$ cat src/rtl/vc_dest_arbiter_pkg.sv
// Shared transaction-layer definitions for the VC-to-destination scheduler.
package vc_dest_arbiter_pkg;

    // Default head-word width and position of the destination select bit.
    localparam int unsigned DefDataW  = 6;
    localparam int unsigned DefDestBit = 4;

    // One-hot state encoding shared with the transaction FSM.
    typedef enum logic [3:0] {
        StDisabled = 4'b0001,
        StRun      = 4'b0010,
        StStalled  = 4'b0100,
        StError    = 4'b1000
    } arb_state_e;

endpackage

$ cat src/rtl/vc_dest_arbiter_if.sv
// Handshake bundle between the VC FIFOs, destination FIFOs and the scheduler.
interface vc_dest_arbiter_if
    import vc_dest_arbiter_pkg::*;
#(
    parameter int unsigned DATA_W = DefDataW,
    parameter int unsigned CNT_W  = 8
);
    logic              enable;
    logic              vc0_empty;
    logic              vc1_empty;
    logic [DATA_W-1:0] vc0_data;
    logic [DATA_W-1:0] vc1_data;
    logic              d0_almost_full;
    logic              d1_almost_full;
    logic              pop_vc0;
    logic              pop_vc1;
    logic              push_d0;
    logic              push_d1;
    logic [DATA_W-1:0] data_out;
    logic              active_out;
    logic              idle_out;
    logic              stall_err;
    logic [CNT_W-1:0]  xfer_cnt;

    // FIFO / FSM side: drives status and head words, consumes pops and pushes.
    modport master (
        output enable, vc0_empty, vc1_empty, vc0_data, vc1_data,
        output d0_almost_full, d1_almost_full,
        input  pop_vc0, pop_vc1, push_d0, push_d1, data_out,
        input  active_out, idle_out, stall_err, xfer_cnt
    );

    // Scheduler side.
    modport slave (
        input  enable, vc0_empty, vc1_empty, vc0_data, vc1_data,
        input  d0_almost_full, d1_almost_full,
        output pop_vc0, pop_vc1, push_d0, push_d1, data_out,
        output active_out, idle_out, stall_err, xfer_cnt
    );

endinterface

$ cat src/rtl/vc_dest_arbiter_rr_arb2.sv
// Two-requester round-robin arbiter; a tie goes to the requester not granted last.
module vc_dest_arbiter_rr_arb2 (
    input  logic       clk,
    input  logic       reset,
    input  logic [1:0] req_i,
    output logic [1:0] gnt_o,
    output logic       gnt_idx_o
);

    logic last_q;

    // Grant decode: single requester wins outright, a tie alternates.
    always_comb begin
        gnt_o     = 2'b00;
        gnt_idx_o = 1'b0;
        unique case (req_i)
            2'b01: gnt_o = 2'b01;
            2'b10: begin
                gnt_o     = 2'b10;
                gnt_idx_o = 1'b1;
            end
            2'b11: begin
                if (last_q) begin
                    gnt_o = 2'b01;
                end else begin
                    gnt_o     = 2'b10;
                    gnt_idx_o = 1'b1;
                end
            end
            default: ;
        endcase
    end

    // Remember the winner; reset value 1 lets requester 0 take the first tie.
    always_ff @(posedge clk) begin
        if (reset) begin
            last_q <= 1'b1;
        end else if (|gnt_o) begin
            last_q <= gnt_idx_o;
        end
    end

endmodule

$ cat src/rtl/vc_dest_arbiter.sv
// Moves one VC head word per cycle into the destination FIFO its dest bit selects,
// with round-robin between VCs, almost-full back-pressure and a stall watchdog.
module vc_dest_arbiter
    import vc_dest_arbiter_pkg::*;
#(
    parameter int unsigned DATA_W    = DefDataW,
    parameter int unsigned DEST_BIT  = DefDestBit,
    parameter int unsigned STALL_MAX = 15,
    parameter int unsigned CNT_W     = 8
) (
    input logic               clk,
    input logic               reset,
    vc_dest_arbiter_if.slave  bus
);

    localparam int unsigned StallW = $clog2(STALL_MAX + 1);

    arb_state_e        state_q;
    logic [StallW-1:0] stall_cnt_q;
    logic              stall_err_q;
    logic [CNT_W-1:0]  xfer_cnt_q;

    logic              dest0, dest1;
    logic              blk0, blk1;
    logic              can_run;
    logic              any_pending;
    logic [1:0]        req;
    logic [1:0]        gnt;
    logic              gnt_idx;
    logic              gnt_valid;
    logic              gnt_dest;
    logic [DATA_W-1:0] gnt_word;

    assign dest0       = bus.vc0_data[DEST_BIT];
    assign dest1       = bus.vc1_data[DEST_BIT];
    assign any_pending = ~bus.vc0_empty | ~bus.vc1_empty;

    // Eligibility: only in RUN/STALLED, and never while reset is held so no word
    // is popped in a cycle whose FIFO update would be discarded.
    always_comb begin
        blk0    = dest0 ? bus.d1_almost_full : bus.d0_almost_full;
        blk1    = dest1 ? bus.d1_almost_full : bus.d0_almost_full;
        can_run = ~reset & bus.enable & ((state_q == StRun) | (state_q == StStalled));
        req[0]  = can_run & ~bus.vc0_empty & ~blk0;
        req[1]  = can_run & ~bus.vc1_empty & ~blk1;
    end

    vc_dest_arbiter_rr_arb2 u_rr_arb2 (
        .clk       (clk),
        .reset     (reset),
        .req_i     (req),
        .gnt_o     (gnt),
        .gnt_idx_o (gnt_idx)
    );

    // Cut-through routing of the granted head word.
    always_comb begin
        gnt_valid = |gnt;
        gnt_word  = gnt_idx ? bus.vc1_data : bus.vc0_data;
        gnt_dest  = gnt_idx ? dest1 : dest0;
    end

    assign bus.pop_vc0    = gnt[0];
    assign bus.pop_vc1    = gnt[1];
    assign bus.push_d0    = gnt_valid & ~gnt_dest;
    assign bus.push_d1    = gnt_valid & gnt_dest;
    assign bus.data_out   = gnt_valid ? gnt_word : '0;
    assign bus.active_out = gnt_valid;
    assign bus.idle_out   = ~reset & bus.enable & bus.vc0_empty & bus.vc1_empty &
                            (state_q != StError);
    assign bus.stall_err  = stall_err_q;
    assign bus.xfer_cnt   = xfer_cnt_q;

    // Scheduler FSM with stall watchdog; ERROR is sticky until reset.
    always_ff @(posedge clk) begin
        if (reset) begin
            state_q     <= StDisabled;
            stall_cnt_q <= '0;
            stall_err_q <= 1'b0;
        end else if (state_q != StError) begin
            if (!bus.enable) begin
                state_q     <= StDisabled;
                stall_cnt_q <= '0;
            end else begin
                unique case (state_q)
                    StDisabled: begin
                        state_q     <= StRun;
                        stall_cnt_q <= '0;
                    end
                    StRun: begin
                        // The RUN cycle that blocked already counts as one stalled cycle.
                        if (any_pending && !gnt_valid) begin
                            state_q     <= StStalled;
                            stall_cnt_q <= StallW'(1);
                        end
                    end
                    StStalled: begin
                        if (gnt_valid || !any_pending) begin
                            state_q     <= StRun;
                            stall_cnt_q <= '0;
                        end else if (stall_cnt_q == StallW'(STALL_MAX - 1)) begin
                            state_q     <= StError;
                            stall_err_q <= 1'b1;
                        end else if (stall_cnt_q != '1) begin
                            stall_cnt_q <= stall_cnt_q + StallW'(1);
                        end
                    end
                    default: ;
                endcase
            end
        end
    end

    // Transfer counter, wraps modulo 2^CNT_W.
    always_ff @(posedge clk) begin
        if (reset) begin
            xfer_cnt_q <= '0;
        end else if (gnt_valid) begin
            xfer_cnt_q <= xfer_cnt_q + CNT_W'(1);
        end
    end

endmodule

$ cat src/flat_wrapper.sv
// flat-port wrapper written by rule: the top's interface ports become plain ports
module vc_dest_arbiter_flat import vc_dest_arbiter_pkg::*;
#(
    parameter int unsigned DATA_W    = DefDataW,
    parameter int unsigned DEST_BIT  = DefDestBit,
    parameter int unsigned STALL_MAX = 15,
    parameter int unsigned CNT_W     = 8
)
  (clk, reset, bus_enable, bus_vc0_empty, bus_vc1_empty, bus_vc0_data, bus_vc1_data, bus_d0_almost_full, bus_d1_almost_full, bus_pop_vc0, bus_pop_vc1, bus_push_d0, bus_push_d1, bus_data_out, bus_active_out, bus_idle_out, bus_stall_err, bus_xfer_cnt);
  vc_dest_arbiter_if #(.DATA_W(DATA_W), .CNT_W(CNT_W)) bus_i ();
  input logic clk;
  input logic reset;
  input wire logic [$bits(bus_i.enable)-1:0] bus_enable;
  input wire logic [$bits(bus_i.vc0_empty)-1:0] bus_vc0_empty;
  input wire logic [$bits(bus_i.vc1_empty)-1:0] bus_vc1_empty;
  input wire logic [$bits(bus_i.vc0_data)-1:0] bus_vc0_data;
  input wire logic [$bits(bus_i.vc1_data)-1:0] bus_vc1_data;
  input wire logic [$bits(bus_i.d0_almost_full)-1:0] bus_d0_almost_full;
  input wire logic [$bits(bus_i.d1_almost_full)-1:0] bus_d1_almost_full;
  output wire logic [$bits(bus_i.pop_vc0)-1:0] bus_pop_vc0;
  output wire logic [$bits(bus_i.pop_vc1)-1:0] bus_pop_vc1;
  output wire logic [$bits(bus_i.push_d0)-1:0] bus_push_d0;
  output wire logic [$bits(bus_i.push_d1)-1:0] bus_push_d1;
  output wire logic [$bits(bus_i.data_out)-1:0] bus_data_out;
  output wire logic [$bits(bus_i.active_out)-1:0] bus_active_out;
  output wire logic [$bits(bus_i.idle_out)-1:0] bus_idle_out;
  output wire logic [$bits(bus_i.stall_err)-1:0] bus_stall_err;
  output wire logic [$bits(bus_i.xfer_cnt)-1:0] bus_xfer_cnt;
  assign bus_i.enable = bus_enable;
  assign bus_i.vc0_empty = bus_vc0_empty;
  assign bus_i.vc1_empty = bus_vc1_empty;
  assign bus_i.vc0_data = bus_vc0_data;
  assign bus_i.vc1_data = bus_vc1_data;
  assign bus_i.d0_almost_full = bus_d0_almost_full;
  assign bus_i.d1_almost_full = bus_d1_almost_full;
  assign bus_pop_vc0 = bus_i.pop_vc0;
  assign bus_pop_vc1 = bus_i.pop_vc1;
  assign bus_push_d0 = bus_i.push_d0;
  assign bus_push_d1 = bus_i.push_d1;
  assign bus_data_out = bus_i.data_out;
  assign bus_active_out = bus_i.active_out;
  assign bus_idle_out = bus_i.idle_out;
  assign bus_stall_err = bus_i.stall_err;
  assign bus_xfer_cnt = bus_i.xfer_cnt;
  vc_dest_arbiter #(.DATA_W(DATA_W), .DEST_BIT(DEST_BIT), .STALL_MAX(STALL_MAX), .CNT_W(CNT_W)) u_core (.clk(clk), .reset(reset), .bus(bus_i));
endmodule
$ cat config.mk
export PLATFORM = sky130hd
export DESIGN_NAME = vc_dest_arbiter_flat
export DESIGN_NICKNAME = d
export VERILOG_FILES = /design/src/rtl/vc_dest_arbiter_pkg.sv /design/src/rtl/vc_dest_arbiter_if.sv /design/src/rtl/vc_dest_arbiter_rr_arb2.sv /design/src/rtl/vc_dest_arbiter.sv /design/src/flat_wrapper.sv
export SDC_FILE = /design/constraint.sdc
export NUM_CORES = 1
export LEC_CHECK = 0
export BUFFER_PORTS_ARGS = -buffer_cell sky130_fd_sc_hd__buf_4
export CAP_MARGIN = 25
export CORE_MARGIN = 10
export CORE_UTILIZATION = 50
export DETAILED_ROUTE_END_ITERATION = 7
export PLACE_DENSITY = 0.79
export SYNTH_ARGS = -nofsm -noshare
export SYNTH_HDL_FRONTEND = slang
export SYNTH_SLANG_ARGS = --single-unit
$ cat constraint.sdc
create_clock -name clk -period 2.75 [get_ports clk]
set_input_delay 0.1375 -clock clk [delete_from_list [all_inputs] [get_ports clk]]
set_output_delay 0.1375 -clock clk [all_outputs]
set_load 0.02 [all_outputs]
Word-level counts from Yosys, hierarchy flattened
Cells that the tools add are included.
{"block": "totals", "output_inout_bits": 21, "in_bits": 19, "reg_bits": 18, "wordCells": 69}
{"block": "op_classes", "bitwise": 20, "n_eq_ne": 14, "mux": 20, "add_sub_neg": 2, "reduce_logical": 8}
{"operator": "4-bit 2-to-1 mux", "n": 9}
{"operator": "4-bit one-hot mux with 3 select lines", "n": 2}
{"operator": "4-bit inequality test, second input constant", "n": 5}
{"operator": "6-bit 2-to-1 mux", "n": 2}
{"operator": "1-bit bitwise AND", "n": 11}
{"operator": "5-bit AND reduction", "n": 2}
{"operator": "8-bit by 1-bit adder with 8-bit output, second input constant", "n": 1}
{"operator": "1-bit inverter", "n": 7}
{"operator": "2-bit one-hot mux with 3 select lines", "n": 1}
{"operator": "4-bit by 1-bit adder with 4-bit output, second input constant", "n": 1}
{"operator": "2-bit == test, second input constant", "n": 2}
{"operator": "4-bit by 1-bit == test with 1-bit output, second input constant", "n": 1}
{"operator": "4-bit by 2-bit == test with 1-bit output, second input constant", "n": 1}
{"operator": "4-bit by 3-bit == test with 1-bit output, second input constant", "n": 1}
{"operator": "4-bit == test, second input constant", "n": 1}
{"operator": "1-bit 2-to-1 mux", "n": 4}
{"operator": "4-bit by 1-bit inequality test with 1-bit output, second input constant", "n": 1}
{"operator": "4-bit AND reduction", "n": 1}
{"operator": "3-bit inequality test, second input constant", "n": 1}
{"operator": "2-bit by 1-bit == test with 1-bit output, second input constant", "n": 1}
{"operator": "1-bit zero test", "n": 2}
{"operator": "2-bit 2-to-1 mux", "n": 1}
{"operator": "1-bit bitwise OR", "n": 2}
{"operator": "1-bit one-hot mux with 2 select lines", "n": 1}
{"operator": "3 further kinds", "n": 3}

Depth between registers and ports, before layout
Gate-level depths: netlist of the first run.
{"block": "logic_depth", "word_depth": 13, "ltp_mapped": 8, "depth_no_buf": 6}

Modules after synthesis
From an unflattened synthesis of the first run, not the netlist that was laid out.
{"block": "unflattened", "hier_cells": 136, "hier_area_um2": 1143.6}
{"module": "vc_dest_arbiter", "n_inst": 1, "cells_each": 128, "area_each_um2": 1082.3, "seq_area_each_um2": 340.3}
{"module": "vc_dest_arbiter_rr_arb2", "n_inst": 1, "cells_each": 8, "area_each_um2": 61.3, "seq_area_each_um2": 20.0}

Worst setup path before layout of the first run
OpenSTA, ideal clock, no wires.
{"block": "synth_timing", "path_kind": "flip-flop to output port", "start": "reg u_core.state_q[2]", "end": "out bus_data_out[4]", "path_stages_with_launch": 9, "slack_ns": 0.873, "t_arrival_ns": 1.740, "t_required_ns": 2.612, "cell_sequence": "dfxtp_1 -> buf_6 -> xor2_1 -> nand3_1 -> a211o_1 -> buf_2 -> mux2i_1 -> nor2_1 -> buf_4"}
{"block": "synth_via", "elab_chain_cells": 9, "word_cells_on_any_way": 16, "cone_classes": "eq/ne (5); mux (4); bitwise (6); reduce/logical (1)"}
{"item": "from (decl)", "line_no": "vc_dest_arbiter.sv:18", "text": "arb_state_e state_q;"}
{"item": "from (signal assigned)", "line_no": "vc_dest_arbiter.sv:77", "text": "state_q <= StDisabled;"}
{"item": "from (signal assigned)", "line_no": "vc_dest_arbiter.sv:82", "text": "state_q <= StDisabled;"}
{"item": "from (signal assigned)", "line_no": "vc_dest_arbiter.sv:87", "text": "state_q <= StRun;"}
{"item": "4-bit by 2-bit == test with 1-bit output or 4-bit by 3-bit == test with 1-bit output (tied branches)", "line_no": "vc_dest_arbiter.sv:43", "text": "can_run = ~reset & bus.enable & ((state_q == StRun) | (state_q == StStalled));"}
{"item": "1-bit bitwise OR (*)", "line_no": "vc_dest_arbiter.sv:43"}
{"item": "1-bit bitwise AND (*)", "line_no": "vc_dest_arbiter.sv:43"}
{"item": "1-bit bitwise AND, on equally long branches (2 in series)", "line_no": "vc_dest_arbiter.sv:44, vc_dest_arbiter.sv:45"}
{"item": "2-bit == test or 2-bit by 1-bit == test with 1-bit output (tied branches)", "line_no": "vc_dest_arbiter_rr_arb2.sv:16", "text": "unique case (req_i)"}
{"item": "2-bit one-hot mux with 3 select lines or 1-bit one-hot mux with 2 select lines (tied branches)", "line_no": "vc_dest_arbiter_rr_arb2.sv:16"}
{"item": "2-bit OR reduction or 6-bit 2-to-1 mux (tied branches)", "line_no": "vc_dest_arbiter.sv:58, vc_dest_arbiter.sv:59"}
{"item": "6-bit 2-to-1 mux (*)", "line_no": "vc_dest_arbiter.sv:67", "text": "assign bus.data_out = gnt_valid ? gnt_word : '0;"}
{"item": "to (decl)", "line_no": "flat_wrapper.sv:24", "text": "output wire logic [$bits(bus_i.data_out)-1:0] bus_data_out;"}
Every way passes the cells marked *; elsewhere a longest branch is shown, timed or not.

Worst setup path after layout of the first run
{"block": "layout_timing", "start": "reg u_core.state_q[2]", "end": "out bus_push_d0"}
{"block": "layout_via", "elab_chain_cells": 10, "word_cells_on_any_way": 17, "cone_classes": "eq/ne (5); mux (3); bitwise (8); reduce/logical (1)"}
{"item": "4-bit by 2-bit == test with 1-bit output or 4-bit by 3-bit == test with 1-bit output (tied branches)", "line_no": "vc_dest_arbiter.sv:43"}
{"item": "1-bit bitwise OR (*)", "line_no": "vc_dest_arbiter.sv:43"}
{"item": "1-bit bitwise AND (*)", "line_no": "vc_dest_arbiter.sv:43"}
{"item": "1-bit bitwise AND, on equally long branches (2 in series)", "line_no": "vc_dest_arbiter.sv:44, vc_dest_arbiter.sv:45"}
{"item": "2-bit == test", "line_no": "vc_dest_arbiter_rr_arb2.sv:16"}
{"item": "1-bit one-hot mux with 2 select lines", "line_no": "vc_dest_arbiter_rr_arb2.sv:16"}
{"item": "1-bit 2-to-1 mux", "line_no": "vc_dest_arbiter.sv:60", "text": "gnt_dest = gnt_idx ? dest1 : dest0;"}
{"item": "1-bit inverter", "line_no": "vc_dest_arbiter.sv:65", "text": "assign bus.push_d0 = gnt_valid & ~gnt_dest;"}
{"item": "1-bit bitwise AND (*)", "line_no": "vc_dest_arbiter.sv:65"}
{"item": "to (decl)", "line_no": "flat_wrapper.sv:22", "text": "output wire logic [$bits(bus_i.push_d0)-1:0] bus_push_d0;"}
Marks and branches as above.

==> qor.txt, run 1 <==
status = finished, final reports clean
Skew-Pair Late Insertion Delay = 300 ps
CTS tree = yes
Clock power frac = 31.9%
max-cap violations = 0
gr ovfl total = 0
total clock sinks = 18
antenna-violating nets left = 0
fin worst setup slack = 585 ps
share of the cycle needed by the critical path after routing = 78.7%
P&R area growth vs syn = 24.8%
Initial Util = 51.6%
Gate power share = 16.8%
Critical Path End = bus_push_d0
die area = 0.00492 sq mm
Hold Violations, Final = 0
Root Buffer = clkbuf_4
Setup TNS = 0 ps
Seq pwr share = 51.2%
Residual DRC = 0
Placer Congestion = 0.854
vias = 1208
share of cells above drive strength 1 = 32.6%
first drt pass iteration count = 4
Yosys reg bits = 18
syn_nets = 173
H-tree Lvls = 1
first-pass GRT wire length = 5180 microns
HPWL after DPL = 2550 microns
critical path capture point type = output port
Resize count post-CTS = 0
Worst Clk Skew = 11.6 ps
Synth warnings = 0
fin util = 64.5%
critical path startpoint = u_core.state_q[2]$_SDFFE_PP0P_
Rows = 18
Pwr Density = 336 mW/mm^2
antenna cells = 0
CTS Buffer Depth = 2
Crit Path Category = flip-flop to output port
CP required = 2610 ps
max-slew violations = 0
PortBufs = 39
crit path DAT = 2030 ps
number of fill cells = 209
Slew @ Worst Pin = 378 ps
Tot Pwr = 527 uW
Gate Count Post-Synth = 151
Peak supply drop = 0.250 mV
RR Endpoint = u_core.state_q[1]$_SDFFE_PP0P_
final worst path period need = 2160 ps
RSZ-0062 raised after global routing = false
core box area = 0.00243 sq mm
Synth Cell Area = 0.00126 sq mm
Finished Cell Area = 0.00157 sq mm
setup slack after placement = 877 ps
Max Fclk = 462 MHz
Vias/cell = 5.57
Synth cell types = 43
CP Launch Type = flip-flop
Slew Limit Headroom = 74.6%
cts hold-fix bufs = 0
Die Span Y = 70.1 microns
drt initial violations = 61
Hold Crit Class = primary input to flip-flop
wire length per cell = 14.4 microns
Int Power = 390 uW
register area share after synthesis = 28.7%
Clock Pin Slew Worst Setup and Hold Paths = 110 ps
Reg2Reg Setup Slack = 850 ps
vias in the first global route = 1257
largest net degree at the start of global routing = 19
post-CTS setup buffers = 0
Avg Inst Size Synth = 8.32 sq um
GR Util All Layers = 12.3%
cells on worst reg2reg path = 5
layout net count = 210
sw frac = 26.1%
total wire length after detailed routing = 3130 microns
worst-path maximum fanout = 11
most common cell after layout, fill and taps aside = buf_4
commonest cells after routing, fill and taps aside = 39 x buf_4, 18 x nor2_1, 18 x dfxtp_1, 17 x nand2_1, 11 x inv_1
initial antenna violation count = 0
CTS buffer count = 3
reg2reg start = u_core.state_q[2]$_SDFFE_PP0P_
I/O pin count = 40
Static Leak = 0.724 nW
placed cell area = 0.00153 sq mm
P_sw = 137 uW
Setup-failing EPs final = 0
die width = 70.1 microns
## critical path: stages (launching register included)
cell,delay [ps]
dfxtp_1,490
xor2_1,200
and3_2,360
nand2_1,220
inv_1,170
and2_1,140
buf_4,130
## flip-flops by register name (all words and copies together) (netlist names)
name / cells
u_core.bus.stall_err: 1
u_core.u_rr_arb2.last_q: 1
u_core.stall_cnt_q: 4
u_core.state_q: 4
u_core.bus.xfer_cnt: 8
## metal layers
metal	track usage [%]	part of all wire [%]	routed length, microns
met3	6.36	11	341
met2	21.5	47	1470
met1	11.7	41	1280
met5	0	0	0
met4	5.48	1.3	41
## worst min path at each step
| stage | startpoint | slack [ps] | endpoint | cells past startpoint |
|---|---|---|---|---|
| floorplan | bus_vc0_empty | 380 | u_core.u_rr_arb2.last_q$_SDFFE_PP1P_ | 4 |
| global placement | u_core.bus.stall_err$_SDFFE_PP0P_ | 460 | u_core.bus.stall_err$_SDFFE_PP0P_ | 2 |
| detailed placement | reset | 460 | u_core.stall_cnt_q[2]$_SDFFE_PP0P_ | 2 |
| CTS | reset | 130 | u_core.stall_cnt_q[2]$_SDFFE_PP0P_ | 2 |
| global route | reset | 140 | u_core.stall_cnt_q[2]$_SDFFE_PP0P_ | 2 |
| finish | reset | 140 | u_core.stall_cnt_q[2]$_SDFFE_PP0P_ | 2 |
## cell usage after synthesis, drive strengths merged
master	count	share of area [%]
nor2b	1	0.70
xor2	3	2.1
a221oi	2	2.4
nand3	6	2.8
inv	11	3.3
o21ai	3	1.2
mux2	2	2.4
and2b	1	0.70
nor4b	1	0.70
a22oi	1	1.0
or3	3	1.5
and3	5	3.0
buf	6	4.1
a2bb2o	1	1.6
ha	3	3.0
nand4	6	4.2
o221a	2	1.8
xnor2	2	1.4
a21o	1	0.70
mux2i	9	7.2
nand3b	1	0.60
and2	4	2.0
a31oi	2	1.0
a211o	2	1.4
nor2	18	5.4
a21oi	8	3.2
o32ai	1	0.70
o211ai	3	2.2
dfxtp	18	29
o22ai	1	0.50
a31o	2	1.4
a21boi	1	0.60
or4	1	0.60
clkbuf	1	0.30
nand2	17	5.1
nor3	2	0.80
## power by group through the flow
stage               Clock (mW)  Sequential, mW  Combinational, mW
global route             0.185           0.271             0.0968
detailed placement           0           0.276             0.0884
CTS                      0.172           0.270             0.0885
global placement             0           0.275             0.0860
floorplan                    0           0.274             0.0592
finish                   0.168           0.270             0.0888
## cells by family after synthesis
kind of cell    synth area share, %
fa+ha+maj                      2.99
simple gates                   28.0
xor+xnor                       3.49
flops                          28.7
compound gates                 19.6
buf+inv                        7.67
mux                            9.56
## metrics by stage
step / hold WS [ps] / std cells
2_1_floorplan: 377 / 151
3_3_place_gp: 459 / 213
3_5_place_dp: 459 / 213
4_1_cts: 127 / 217
5_1_grt: 135 / 217
6_report: 135 / 217
## area by class of cell
type / instances / area (sq um) / share of cell area [%]
inverter: 11 / 41.3 / 2.63
sequential: 18 / 360 / 23.0
multi-input combinational: 115 / 800 / 51.0
tap: 30 / 37.5 / 2.39
clock buffer: 4 / 36.3 / 2.31
timing repair buffer: 39 / 293 / 18.7
No activity file was read; power rests on OpenSTA's default activity.
==> run 2, diff against run 1 <==
clock period = 2.2 ns   (was 2.75 ns; I/O delays follow)
==> run 2 against run 1 <==
  * Global-route usage rose by 0.24 points
  * Sequential power rose by 25%
  * Non-clock buffer count did not move
  * Flip-flop and latch count did not move
  * Setup slack got worse by 420 ps
  * Total power rose by 18%
  * Final cell count fell by 0.46%
  * Design area fell by 0.40%
  * Clock power rose by 2%
  * Core utilization fell by 0.26 points
  * Critical path depth did not move
==> qor.txt, run 2 (synthesized netlist as in run 1, its figures left out) <==
critical path capture point type = output port
CTS tree = yes
initial antenna violation count = 0 (unchanged)
Setup-failing EPs final = 0 (unchanged)
CTS Buffer Depth = 2 (unchanged)
Placer Congestion = 0.815 (-4.5%)
post-CTS setup buffers = 0 (unchanged)
HPWL after DPL = 2550 microns (about the same)
Skew-Pair Late Insertion Delay = 300 ps (about the same)
Rows = 18 (unchanged)
CP required = 2090 ps (-520 ps)
fin util = 64.2% (-0.26 points)
Setup TNS = 0 ps (unchanged)
I/O pin count = 40 (unchanged)
Initial Util = 51.6% (unchanged)
status = finished, final reports clean
CTS buffer count = 3 (unchanged)
largest net degree at the start of global routing = 19 (unchanged)
most common cell after layout, fill and taps aside = buf_4
first-pass GRT wire length = 5400 microns (+4.1%)
Slew Limit Headroom = 75.8% (+1.2 points)
Tot Pwr = 620 uW (+18%)
max-cap violations = 0 (unchanged)
total wire length after detailed routing = 3140 microns (+0.19%)
Pwr Density = 397 mW/mm^2 (+18%)
max reg flops = 8 (unchanged)
GR Util All Layers = 12.5% (+0.24 points)
commonest cells after routing, fill and taps aside = 39 x buf_4, 18 x nor2_1, 17 x nand2_1, 16 x dfxtp_1, 11 x inv_1
worst-path maximum fanout = 7 (-4)
CP Launch Type = flip-flop
drt initial violations = 88 (+44%)
crit path DAT = 1930 ps (-100 ps)
PortBufs = 39 (unchanged)
layout net count = 210 (unchanged)
Vias/cell = 5.66 (+1.6%)
final worst path period need = 2040 ps
Hold Violations, Final = 0 (unchanged)
Residual DRC = 0 (unchanged)
H-tree Lvls = 1 (unchanged)
vias = 1222 (+1.2%)
Die Span Y = 70.1 microns (unchanged)
DR top layer = met4
share of cells above drive strength 1 = 33.9% (+1.3 points)
antenna cells = 0 (unchanged)
Worst Clk Skew = 2.25 ps (-9.31 ps)
die area = 0.00492 sq mm (unchanged)
Max Fclk = 491 MHz
setup slack after placement = 365 ps (-511 ps)
total clock sinks = 18 (unchanged)
Peak supply drop = 0.263 mV (+5.1%)
die width = 70.1 microns (unchanged)
max-slew violations = 0 (unchanged)
met3 wire length = 359 microns (+5.3%)
Static Leak = 0.717 nW (-1.0%)
wire length on met2 = 1420 microns (-3.1%)
fin worst setup slack = 164 ps (-422 ps)
Hold Crit Class = primary input to flip-flop
Root Buffer = clkbuf_4
first drt pass iteration count = 4 (unchanged)
core box area = 0.00243 sq mm (unchanged)
gr ovfl total = 0 (unchanged)
vias in the first global route = 1231 (-2.1%)
Clock Pin Slew Worst Setup and Hold Paths = 100 ps (about the same)
routed metal-1 wirelength = 1300 microns (+1.9%)
P&R area growth vs syn = 24.3%
wire length per cell = 14.5 microns (+0.66%)
antenna-violating nets left = 0 (unchanged)
share of the cycle needed by the critical path after routing = 92.6%
Slew @ Worst Pin = 363 ps (-14.8 ps)
Crit Path Category = flip-flop to output port
-- run 2: cell count changes in the layout (fill, tap and decap cells not counted) --
| cell | change |
|---|---|
| dfxtp_2 | +2 |
| a211o_2 | +1 |
| and3_4 | +1 |
| a211o_1 | -1 |
| dfxtp_1 | -2 |
| and3_2 | -1 |
| clkbuf_8 | -1 |
-- run 2: worst max-delay path: stages (launching register included) --
cell and delay (ps):
dfxtp_1 380, nor2_1 240, nand3_1 130, a211o_2 380, mux2i_1 210, and2_1 150
buf_4 130
-- run 2: what timing repair did --
action	CTS	global route
resized for setup	0	4
hold buffers	0	0
endpoints found under the setup margin	0	3
endpoints found under the hold margin	0	0
-- run 2: cell type report --
cell class                      count  area (sq um)
Clock buffer                        3          22.5
Fill cell                         217           871
Inverter                           11          41.3
Multi-Input combinational cell    115           805
Sequential cell                    18           363
Tap cell                           30          37.5
Timing Repair Buffer               39           293
-- run 2: through the flow --
| step | hold slack, ps | instances | area, sq um |
|---|---|---|---|
| finish | 121 | 216 | 1560 |
| detailed placement | 435 | 213 | 1530 |
| floorplan | 350 | 151 | 1260 |
| global placement | 433 | 213 | 1530 |
| CTS | 114 | 216 | 1550 |
| global route | 131 | 216 | 1560 |
-- run 2: path summary, 6_finish.rpt --
| kind | depth (start not counted) | to | startpoint | slack, ps |
|---|---|---|---|---|
| max reg2reg | 5 | u_core.state_q[1]$_SDFFE_PP0P_ | u_core.state_q[3]$_SDFFE_PP0P_ | 450 |
| min | 2 | u_core.stall_cnt_q[2]$_SDFFE_PP0P_ | reset | 120 |
| min reg2reg | 2 | u_core.bus.stall_err$_SDFFE_PP0P_ | u_core.bus.stall_err$_SDFFE_PP0P_ | 500 |
| max | 6 | bus_push_d0 | u_core.state_q[3]$_SDFFE_PP0P_ | 160 |
-- run 2: layer usage --
layer / track usage [%] / vias up
met3: 5.93 / 5
met5: 0 / -
met2: 19.8 / 57
li1: - / 612
met4: 5.26 / 0
met1: 14.0 / 548
-- run 2: power by group --
part,switching [mW],internal [mW],leakage [nW]
Combinational,0.0551,0.0560,0.557
Clock,0.108,0.0639,0.0138
Sequential,0.00670,0.331,0.146
==> run 3, diff against run 2 <==
CORE_UTILIZATION = 49   (was 50)
SYNTH_HIERARCHICAL = 1   (was not set)
==> run 3 against run 2 <==
  * The run now ends with negative setup slack left
  * Critical path depth rose by 4
  * Area after synthesis shrank 9.0%
  * Worst hold slack better by 76 ps
  * Final cell count is 5.6% higher
  * Via count rose by 20%
  * Non-clock buffer count increased by 27
  * Critical path type unchanged
==> qor.txt, run 3 <==
status = complete, but fails checks
failing checks = negative setup slack
CTS Buffer Depth = 2 (unchanged)
Placer Congestion = 0.810 (-0.69%)
core box area = 0.00221 sq mm (-9.1%)
layout net count = 223 (+6.2%)
final worst path period need = 2830 ps (+791 ps)
die area = 0.00467 sq mm (-5.1%)
Peak supply drop = 0.521 mV (+98%)
Synth warnings = 6 (+6)
CP required = 2090 ps (about the same)
H-tree Lvls = 1 (unchanged)
most common cell after layout, fill and taps aside = buf_4
commonest cells after routing, fill and taps aside = 45 x buf_4, 21 x buf_6, 17 x dfxtp_1, 12 x nor2_1, 7 x nand2_1
Post-synth EDFFs = 0 (unchanged)
Synth area leaders = dfxtp_1 32%, mux2i_1 7.0%, nor2_1 5.6%
Slew @ Worst Pin = 486 ps (+123 ps)
Hold Violations, Final = 0 (unchanged)
Static Leak = 0.827 nW (+15%)
asr flop ratio synth = 0% (unchanged)
Synth Cell Area = 0.00114 sq mm (-9.0%)
crit path DAT = 2720 ps (+790 ps)
Slew Limit Headroom = 67.4% (-8.4 points)
Max stage delay on crit path = 380 ps (about the same)
first drt pass iteration count = 5 (+1)
PortBufs = 39 (unchanged)
GR Util All Layers = 21.4% (+8.9 points)
Gate Count Post-Synth = 136 (-9.9%)
antenna cells = 0 (unchanged)
max-slew violations = 0 (unchanged)
RSZ-0062 raised after global routing = true
Synth Flop Type = dfxtp_1
Synth area leader = dfxtp_1
initial antenna violation count = 0 (unchanged)
die width = 68.3 microns (-2.6%)
Hold Slack = 196 ps (+75.9 ps)
vias = 1462 (+20%)
Root Buffer = clkbuf_4
post-synth top area share = 31.5% (+2.8 points)
I/O pin count = 40 (unchanged)
Vias/cell = 6.41 (+13%)
cts hold-fix bufs = 0 (unchanged)
worst-path maximum fanout = 4 (-3)
Tot Pwr = 701 uW (+13%)
HPWL after DPL = 2640 microns (+3.4%)
syn_nets = 158 (-8.7%)
crit-path cells = or2b_4 > a21oi_4 > nand2_4 > a2111oi_4 > nand2_1 > buf_4 > and2_4 > mux2i_2 > and2_1 > buf_6
share of cells above drive strength 1 = 54.5% (+21 points)
Worst Clk Skew = 6.33 ps (+4.08 ps)
count leader, synth = dfxtp_1
wire length per cell = 25.3 microns (+74%)
CTS buffer count = 3 (unchanged)
Yosys reg bits = 18 (unchanged)
total clock sinks = 18 (unchanged)
Skew-Pair Late Insertion Delay = 300 ps (about the same)
gr ovfl total = 0 (unchanged)
Die Span Y = 68.3 microns (-2.6%)
P&R area growth vs syn = 73.9%
top post-synthesis cells by count = 18 x dfxtp_1, 17 x nor2_1, 10 x nand2_1, 9 x a21oi_1, 8 x mux2i_1
largest net degree at the start of global routing = 23 (+4)
Rows = 17 (-1)
total wire length after detailed routing = 5770 microns (+84%)
grt met3 use = 5.22% (-0.71 points)
Initial Util = 51.7% (about the same)
critical path capture point type = output port
share of the cycle needed by the critical path after routing = 129% (+36 points)
fin worst setup slack = -628 ps (-791 ps)
antenna-violating nets left = 0 (unchanged)
max-cap violations = 0 (unchanged)
drt initial violations = 129 (+47%)
Cells after DPL = 215 (+0.94%)
first-pass GRT wire length = 7570 microns (+40%)
max reg flops = 8 (unchanged)
Residual DRC = 0 (unchanged)
register area share after synthesis = 31.5% (+2.8 points)
M2 GR Usage = 37.6% (+18 points)
Hold Crit Class = primary input to flip-flop
vias in the first global route = 1432 (+16%)
Pwr Density = 353 mW/mm^2 (-11%)
Clock Pin Slew Worst Setup and Hold Paths = 120 ps (+20 ps)
Crit Path Category = flip-flop to output port
met1 Track Usage GR = 22.0% (+8.0 points)
number of fill cells = 96 (-56%)
CP Launch Type = flip-flop
Synth cell types = 43 (unchanged)
GRT Max-Usage Layer = met2
Setup-failing EPs final = 28 (+28)
fin cells = 228 (+5.6%)
Avg Inst Size Synth = 8.41 sq um (+1.1%)
CTS tree = yes
Max Fclk = 354 MHz (-28%)
Slowest cell on crit path = dfxtp_2
[run 3: routing by layer]
metal | routed length [microns] | vias up
met3 | 594 | 27
met2 | 2840 | 132
met5 | 0 | -
met4 | 281 | 0
li1 | - | 616
met1 | 2060 | 687
[run 3: metrics by stage]
step | cell area, sq um | worst slack (ps) | setup TNS (ps) | util [%]
2_1_floorplan | 1250 | -227 | -1720 | -
3_3_place_gp | 1670 | -185 | -1290 | 75.7
3_5_place_dp | 1670 | -293 | -2930 | 75.7
4_1_cts | 1930 | -339 | -6120 | 87.3
5_1_grt | 1990 | -603 | -12440 | 89.9
6_report | 1990 | -628 | -12380 | 89.9
[run 3: path summary, 6_finish.rpt]
kind	from	endpoint	cells past startpoint	slack [ps]
setup / recovery	u_core/state_q[1]$_SDFFE_PP0P_	bus_push_d0	10	-630
hold / removal	bus_enable	u_core/stall_cnt_q[1]$_SDFFE_PP0P_	4	200
setup reg to reg	u_core/state_q[1]$_SDFFE_PP0P_	u_core/bus.xfer_cnt[6]$_SDFFE_PP0N_	14	-520
hold reg to reg	u_core/bus.stall_err$_SDFFE_PP0P_	u_core/bus.stall_err$_SDFFE_PP0P_	2	510
[run 3: repair_timing]
action,in CTS,in global routing
pin swaps,15,2
gates cloned,0,0
gates resized for setup,39,12
setup buffers,9,2
setup endpoints to repair,25,28
[run 3: final cells by class]
cell class,count,area [sq um],area share [%]
inverter,4,20.0,1.01
sequential,18,362,18.2
multi-input combinational,108,961,48.3
timing repair buffer,66,574,28.9
tap,28,35.0,1.76
clock buffer,4,36.3,1.83
[run 3: power breakdown]
group	internal, mW	leakage (nW)	switching, mW
Sequential	0.330	0.146	0.00456
Clock	0.101	0.0210	0.113
Combinational	0.0707	0.660	0.0820
[run 3: cells by family (layout without fill, tap and decap cells)]
family	count (synthesis)	count (layout)	synth area share (%)
adder cells (fa/ha/maj)	3	3	3.28
buffers and inverters	10	74	4.92
AND/OR/NAND/NOR	62	62	29.4
AO/OA/AOI/OAI	29	29	19.0
XOR/XNOR	5	5	3.83
flip-flops	18	18	31.5
multiplexers	9	9	7.99
[run 3: worst max-delay path: cells and delay by family (launching register included)]
family	cells	cell delay (ps)
mux	1	320
compound gates	2	450
flops	1	380
buf+inv	2	310
simple gates	5	960
